### config.mk
export PLATFORM = sky130hd
export DESIGN_NAME = as2650_bus_bridge
export DESIGN_NICKNAME = d
export VERILOG_FILES = /design/src/rtl/as2650_bus_bridge.sv
export SDC_FILE = /design/constraint.sdc
export NUM_CORES = 1
export LEC_CHECK = 0
export ABC_AREA = 1
export CAP_MARGIN = 20
export CORE_ASPECT_RATIO = 0.75
export CORE_MARGIN = 2
export CORE_UTILIZATION = 49
export DETAILED_ROUTE_END_ITERATION = 6
export GPL_ROUTABILITY_DRIVEN = 0
export PLACE_DENSITY = 0.76
export SYNTH_ARGS = -nofsm -noshare
export SYNTH_HDL_FRONTEND = slang
export SYNTH_SLANG_ARGS = --single-unit
export TNS_END_PERCENT = 50
### constraint.sdc
create_clock -name wb_clk_i -period 1.6 [get_ports wb_clk_i]
set_input_delay 0.16 -clock wb_clk_i [delete_from_list [all_inputs] [get_ports wb_clk_i]]
set_output_delay 0.16 -clock wb_clk_i [all_outputs]
set_load 0.02 [all_outputs]
### src/rtl/as2650_bus_bridge.sv
// Bridge from the 2650 multiplexed CPU bus to a simple req/ack memory port.
// Latches the address, turns strobe falling edges into single memory accesses, and times out stalled accesses.
module as2650_bus_bridge #(
    parameter int AW      = 13,
    parameter int TIMEOUT = 15
) (
    input  logic          wb_clk_i,
    input  logic          wb_rst_i,
    input  logic [7:0]    cpu_bus_o,
    output logic [7:0]    cpu_bus_i,
    input  logic          le_lo,
    input  logic          le_hi,
    input  logic          OEb,
    input  logic          WEb,
    output logic          mem_req,
    output logic          mem_we,
    output logic [AW-1:0] mem_addr,
    output logic [7:0]    mem_wdata,
    input  logic [7:0]    mem_rdata,
    input  logic          mem_ack,
    output logic          rd_valid,
    output logic          err
);

    typedef enum logic [2:0] {
        IDLE,
        RD_REQ,
        RD_HOLD,
        WR_REQ,
        WAIT_REL
    } state_t;

    localparam int CW = $clog2(TIMEOUT + 1);

    state_t         state;
    state_t         state_nx;
    logic [7:0]     addr_lo;
    logic [7:0]     addr_hi;
    logic [15:0]    addr_full;
    logic           oeb_q;
    logic           oeb_qq;
    logic           web_q;
    logic           web_qq;
    logic           oe_fall;
    logic           we_fall;
    logic [CW-1:0]  cnt;
    logic           timed_out;
    logic           in_req;

    assign addr_full = {addr_hi, addr_lo};
    assign oe_fall   = oeb_qq & ~oeb_q;
    assign we_fall   = web_qq & ~web_q;
    assign in_req    = (state == RD_REQ) || (state == WR_REQ);
    // An ack in the final allowed cycle still wins over the timeout.
    assign timed_out = (cnt == CW'(TIMEOUT - 1)) && !mem_ack;

    always_ff @(posedge wb_clk_i or posedge wb_rst_i) begin
        if (wb_rst_i) begin
            addr_lo <= '0;
            addr_hi <= '0;
        end else begin
            if (le_lo) addr_lo <= cpu_bus_o;
            if (le_hi) addr_hi <= cpu_bus_o;
        end
    end

    always_ff @(posedge wb_clk_i or posedge wb_rst_i) begin
        if (wb_rst_i) begin
            oeb_q  <= 1'b1;
            oeb_qq <= 1'b1;
            web_q  <= 1'b1;
            web_qq <= 1'b1;
        end else begin
            oeb_q  <= OEb;
            oeb_qq <= oeb_q;
            web_q  <= WEb;
            web_qq <= web_q;
        end
    end

    always_ff @(posedge wb_clk_i or posedge wb_rst_i) begin
        if (wb_rst_i) state <= IDLE;
        else          state <= state_nx;
    end

    always_comb begin
        state_nx = state;
        case (state)
            IDLE: begin
                if (we_fall)      state_nx = WR_REQ;
                else if (oe_fall) state_nx = RD_REQ;
            end
            RD_REQ: begin
                if (mem_ack)        state_nx = RD_HOLD;
                else if (timed_out) state_nx = WAIT_REL;
            end
            RD_HOLD: begin
                if (oeb_q) state_nx = IDLE;
            end
            WR_REQ: begin
                if (mem_ack || timed_out) state_nx = WAIT_REL;
            end
            WAIT_REL: begin
                if (web_q) state_nx = IDLE;
            end
            default: state_nx = IDLE;
        endcase
    end

    always_comb begin
        mem_req = in_req;
        mem_we  = (state == WR_REQ);
    end

    always_ff @(posedge wb_clk_i or posedge wb_rst_i) begin
        if (wb_rst_i) begin
            mem_addr  <= '0;
            mem_wdata <= '0;
            cpu_bus_i <= '0;
            rd_valid  <= 1'b0;
            err       <= 1'b0;
            cnt       <= '0;
        end else begin
            case (state)
                IDLE: begin
                    cnt <= '0;
                    if (we_fall) begin
                        mem_addr  <= addr_full[AW-1:0];
                        mem_wdata <= cpu_bus_o;
                    end else if (oe_fall) begin
                        mem_addr <= addr_full[AW-1:0];
                    end
                end
                RD_REQ, WR_REQ: begin
                    if (mem_ack) begin
                        cnt <= '0;
                        if (state == RD_REQ) begin
                            cpu_bus_i <= mem_rdata;
                            rd_valid  <= 1'b1;
                        end
                    end else if (timed_out) begin
                        cnt <= '0;
                        err <= 1'b1;
                        if (state == RD_REQ) begin
                            cpu_bus_i <= 8'hFF;
                            rd_valid  <= 1'b0;
                        end
                    end else begin
                        cnt <= cnt + 1'b1;
                    end
                end
                RD_HOLD: begin
                    if (oeb_q) rd_valid <= 1'b0;
                end
                default: begin
                    cnt <= '0;
                end
            endcase
        end
    end

endmodule

==> summary.txt, run 1 <==
Routing
  – Post-DRT Antenna Nets: 0
  – DR vias/cell: 4.800
  – Drt wl/cell: 12.61 um
  – DRT iter0 DRCs: 90
  – Detailed Route WL: 4604 um
  – Iteration count of the initial detailed-routing pass: 4
  – Total number of vias: 1752
  – DR DRC count: 0

Setup path
  – Setup crit start kind: flop
  – Crit path cell chain: buf_4 > nor2_4 > nand2_1 > nor2_4 > inv_2 > nand2_1 > nand2_1
  – CP max FO: 8
  – Crit path capture type: flop
  – Crit path buf inv count: 2
  – Worst setup path category: flop to flop
  – Worst reg-to-reg setup slack: 0.10 ns
  – Worst path required time: 1.80 ns
  – Endpoint arrival time on the critical path: 1.69 ns
  – Crit path top cell by count: nand2_1
  – Delay-heaviest family, CP: simple AND/OR/NAND/NOR gates
  – CP max stage cell: dfrtp_1
  – Crit-path max cell delay: 0.43 ns

Clocking
  – Root Buffer: clkbuf_8
  – Clk slew on worst S/H paths: 0.10 ns
  – CTS max path bufs: 2
  – CTS H-Tree Depth: 2
  – Clock net sink count: 55
  – Worst-Skew Late Latency: 0.30 ns
  – CTS tree: built
  – Num CTS Buffers: 5
  – Hold Buf Count CTS: 0

Placed design
  – DP Wirelength: 3315 um
  – I/O Buffers: 55
  – Placed cell area: 2897 um2

Die
  – Core box area: 4467 um2
  – Die height: 63.01 um
  – Ports: 56
  – Initial Util: 50.92%
  – Row Count: 21
  – Die width: 82.68 um
  – Die area: 5209 um2

STA
  – Slew @ Worst Pin: 0.4774 ns
  – Skew final: 0.005645 ns
  – Max-slew headroom: 68.07%
  – Post-layout min period: 1.498 ns
  – Max Clk Rate: 667.7 MHz
  – Crit share post-route: 93.61%
  – Final Max Tran Viols: 0
  – Finish-stage setup viols: 0
  – Final Hold Viols: 0
  – Setup TNS: 0 ns

Pwr
  – Power Total: 5.545 mW
  – Pwr/cell area: 1818 nW/um2
  – Leakage: 1.450 nW
  – Peak VDD IR: 0.8870 mV

Yosys
  – Mapped Cells: 245
  – Share of the synthesized area in the top cell type: 56.11%
  – Sequential area share after synthesis: 60.73%
  – EDFF count, synth: 0
  – Yosys cell types: 24
  – Syn Area/Cell: 9.284 um2
  – Synth warn: 0
  – Syn_nets: 270
  – Largest area contributor in the synthesized netlist: dfrtp_1
  – FFs w/ async S/R, synth: 100.0%
  – Post-synth top flop: dfrtp_1
  – Flops & latches, synth: 55
  – Synth area leaders: dfrtp_1 (56%), nand2_1 (13%), o21ai_0 (4.8%)
  – Mapped Area: 2275 um2

Global routing
  – Wire length of the first global-routing pass: 7590 um
  – Global Route Usage Sum: 19.30%
  – Vias in the first global route: 1704
  – Grt total ovfl: 0
  – Antenna violations before repair: 0
  – Largest net degree at the start of global routing: 56

Finish
  – Fill count: 368
  – Synth-to-Final Area Change: 34.10%
  – Ant. Diodes: 0
  – Design area: 3050 um2
  – Most frequent cells in the layout: nand2_1 (78), clkdlybuf4s50_1 (53), dfrtp_1 (51)
  – Most common cell after layout, fill and taps aside: nand2_1
  – NumNets Final: 332
  – Fraction of layout cells with a size suffix above 1: 12.66%

Min path
  – Hold Crit Class: primary input to async pin

Run
  – Max Cap Violations: 0

Run status
  – Outcome: finished clean
worst reg2reg max path, cell delays in order (launching register included):
cell     delay [ns]
dfrtp_1        0.43
buf_4          0.17
nor2_4         0.15
nand2_1        0.13
nor2_4         0.25
inv_2          0.13
nand2_1        0.08
nand2_1        0.06
through the flow:
step                      utilization, %  hold WS [ns]  instances  worst slack (ns)
after CTS                          67.76        0.2264        363          -0.01417
after floorplan                        -        0.1645        245            0.1037
after global placement             64.85        0.3560        355            0.1429
final                              68.29        0.2112        365            0.1023
after detailed placement           64.85        0.3582        355           0.01407
after global routing               68.29        0.2213        365          -0.01439
final timing paths:
kind	to	start	cells past startpoint
setup / recovery	mem_wdata[1]	state[1]	7
hold / removal	mem_addr[6]	wb_rst_i	3
setup reg to reg	mem_wdata[1]	state[1]	7
hold reg to reg	web_qq	web_q	0
max in group asynchronous	web_q	wb_rst_i	3
min in group wb_clk_i	oeb_q	OEb	1
per-layer routing:
layer / routed length, um / track usage, % / up-vias
met5: 0 / 0 / -
met4: 77 / 7.377 / 0
met3: 243 / 5.347 / 8
met2: 2063 / 30.34 / 39
met1: 2220 / 25.31 / 816
li1: - / - / 889
cell usage after synthesis, types with 3 or more instances:
master,n
o21ai_0,22
o21ai_1,5
nor2_1,21
inv_1,24
inv_2,4
nand3_2,3
dfrtp_1,51
nand2_1,78
nand3_1,5
dfstp_2,4
o21ai_2,8
what timing repair did:
action                                  CTS  global route
buffers inserted                          0             2
endpoints found under the setup margin    4            22
gates resized for setup                   2             4
pin swaps                                 0             1
endpoints found under the hold margin     0             0
state kept, by name, indices dropped and copies added (netlist names), 3 cells and up:
register / flops
addr_hi: 5
cpu_bus_i: 8
state: 3
mem_wdata: 8
addr_lo: 8
cnt: 4
mem_addr: 13
power by group:
group	total [mW]	internal, mW	switching, mW
combinational	2.38	1.04	1.34
sequential	2.10	1.83	0.269
clock	1.06	0.625	0.436
total	5.54	3.50	2.05
kinds of logic (layout without fill, tap and decap cells):
family	count (synthesis)	after routing	synth area share [%]
compound gates	39	39	10.12
buf+inv	34	97	6.491
simple gates	114	114	21.18
xor+xnor	1	1	0.3851
fa+ha+maj	2	2	1.100
flops	55	55	60.73
area by class of cell:
cell class / instances / area, um2 / area share [%]
sequential: 55 / 1381 / 45.28
multi-input combinational: 156 / 758.2 / 24.86
timing repair buffer: 61 / 601.8 / 19.73
inverter: 28 / 105.1 / 3.445
clock buffer: 6 / 72.57 / 2.379
tap: 57 / 71.32 / 2.338
clock inverter: 2 / 60.06 / 1.969
Note: power is estimated with default switching activity, not from simulation.
==> run 2, diff against run 1 <==
CTS_CLUSTER_DIAMETER = 100   (was not set)
==> results of run 2 <==
Same layout as run 1: the final DEF is identical, and so are final timing and power.
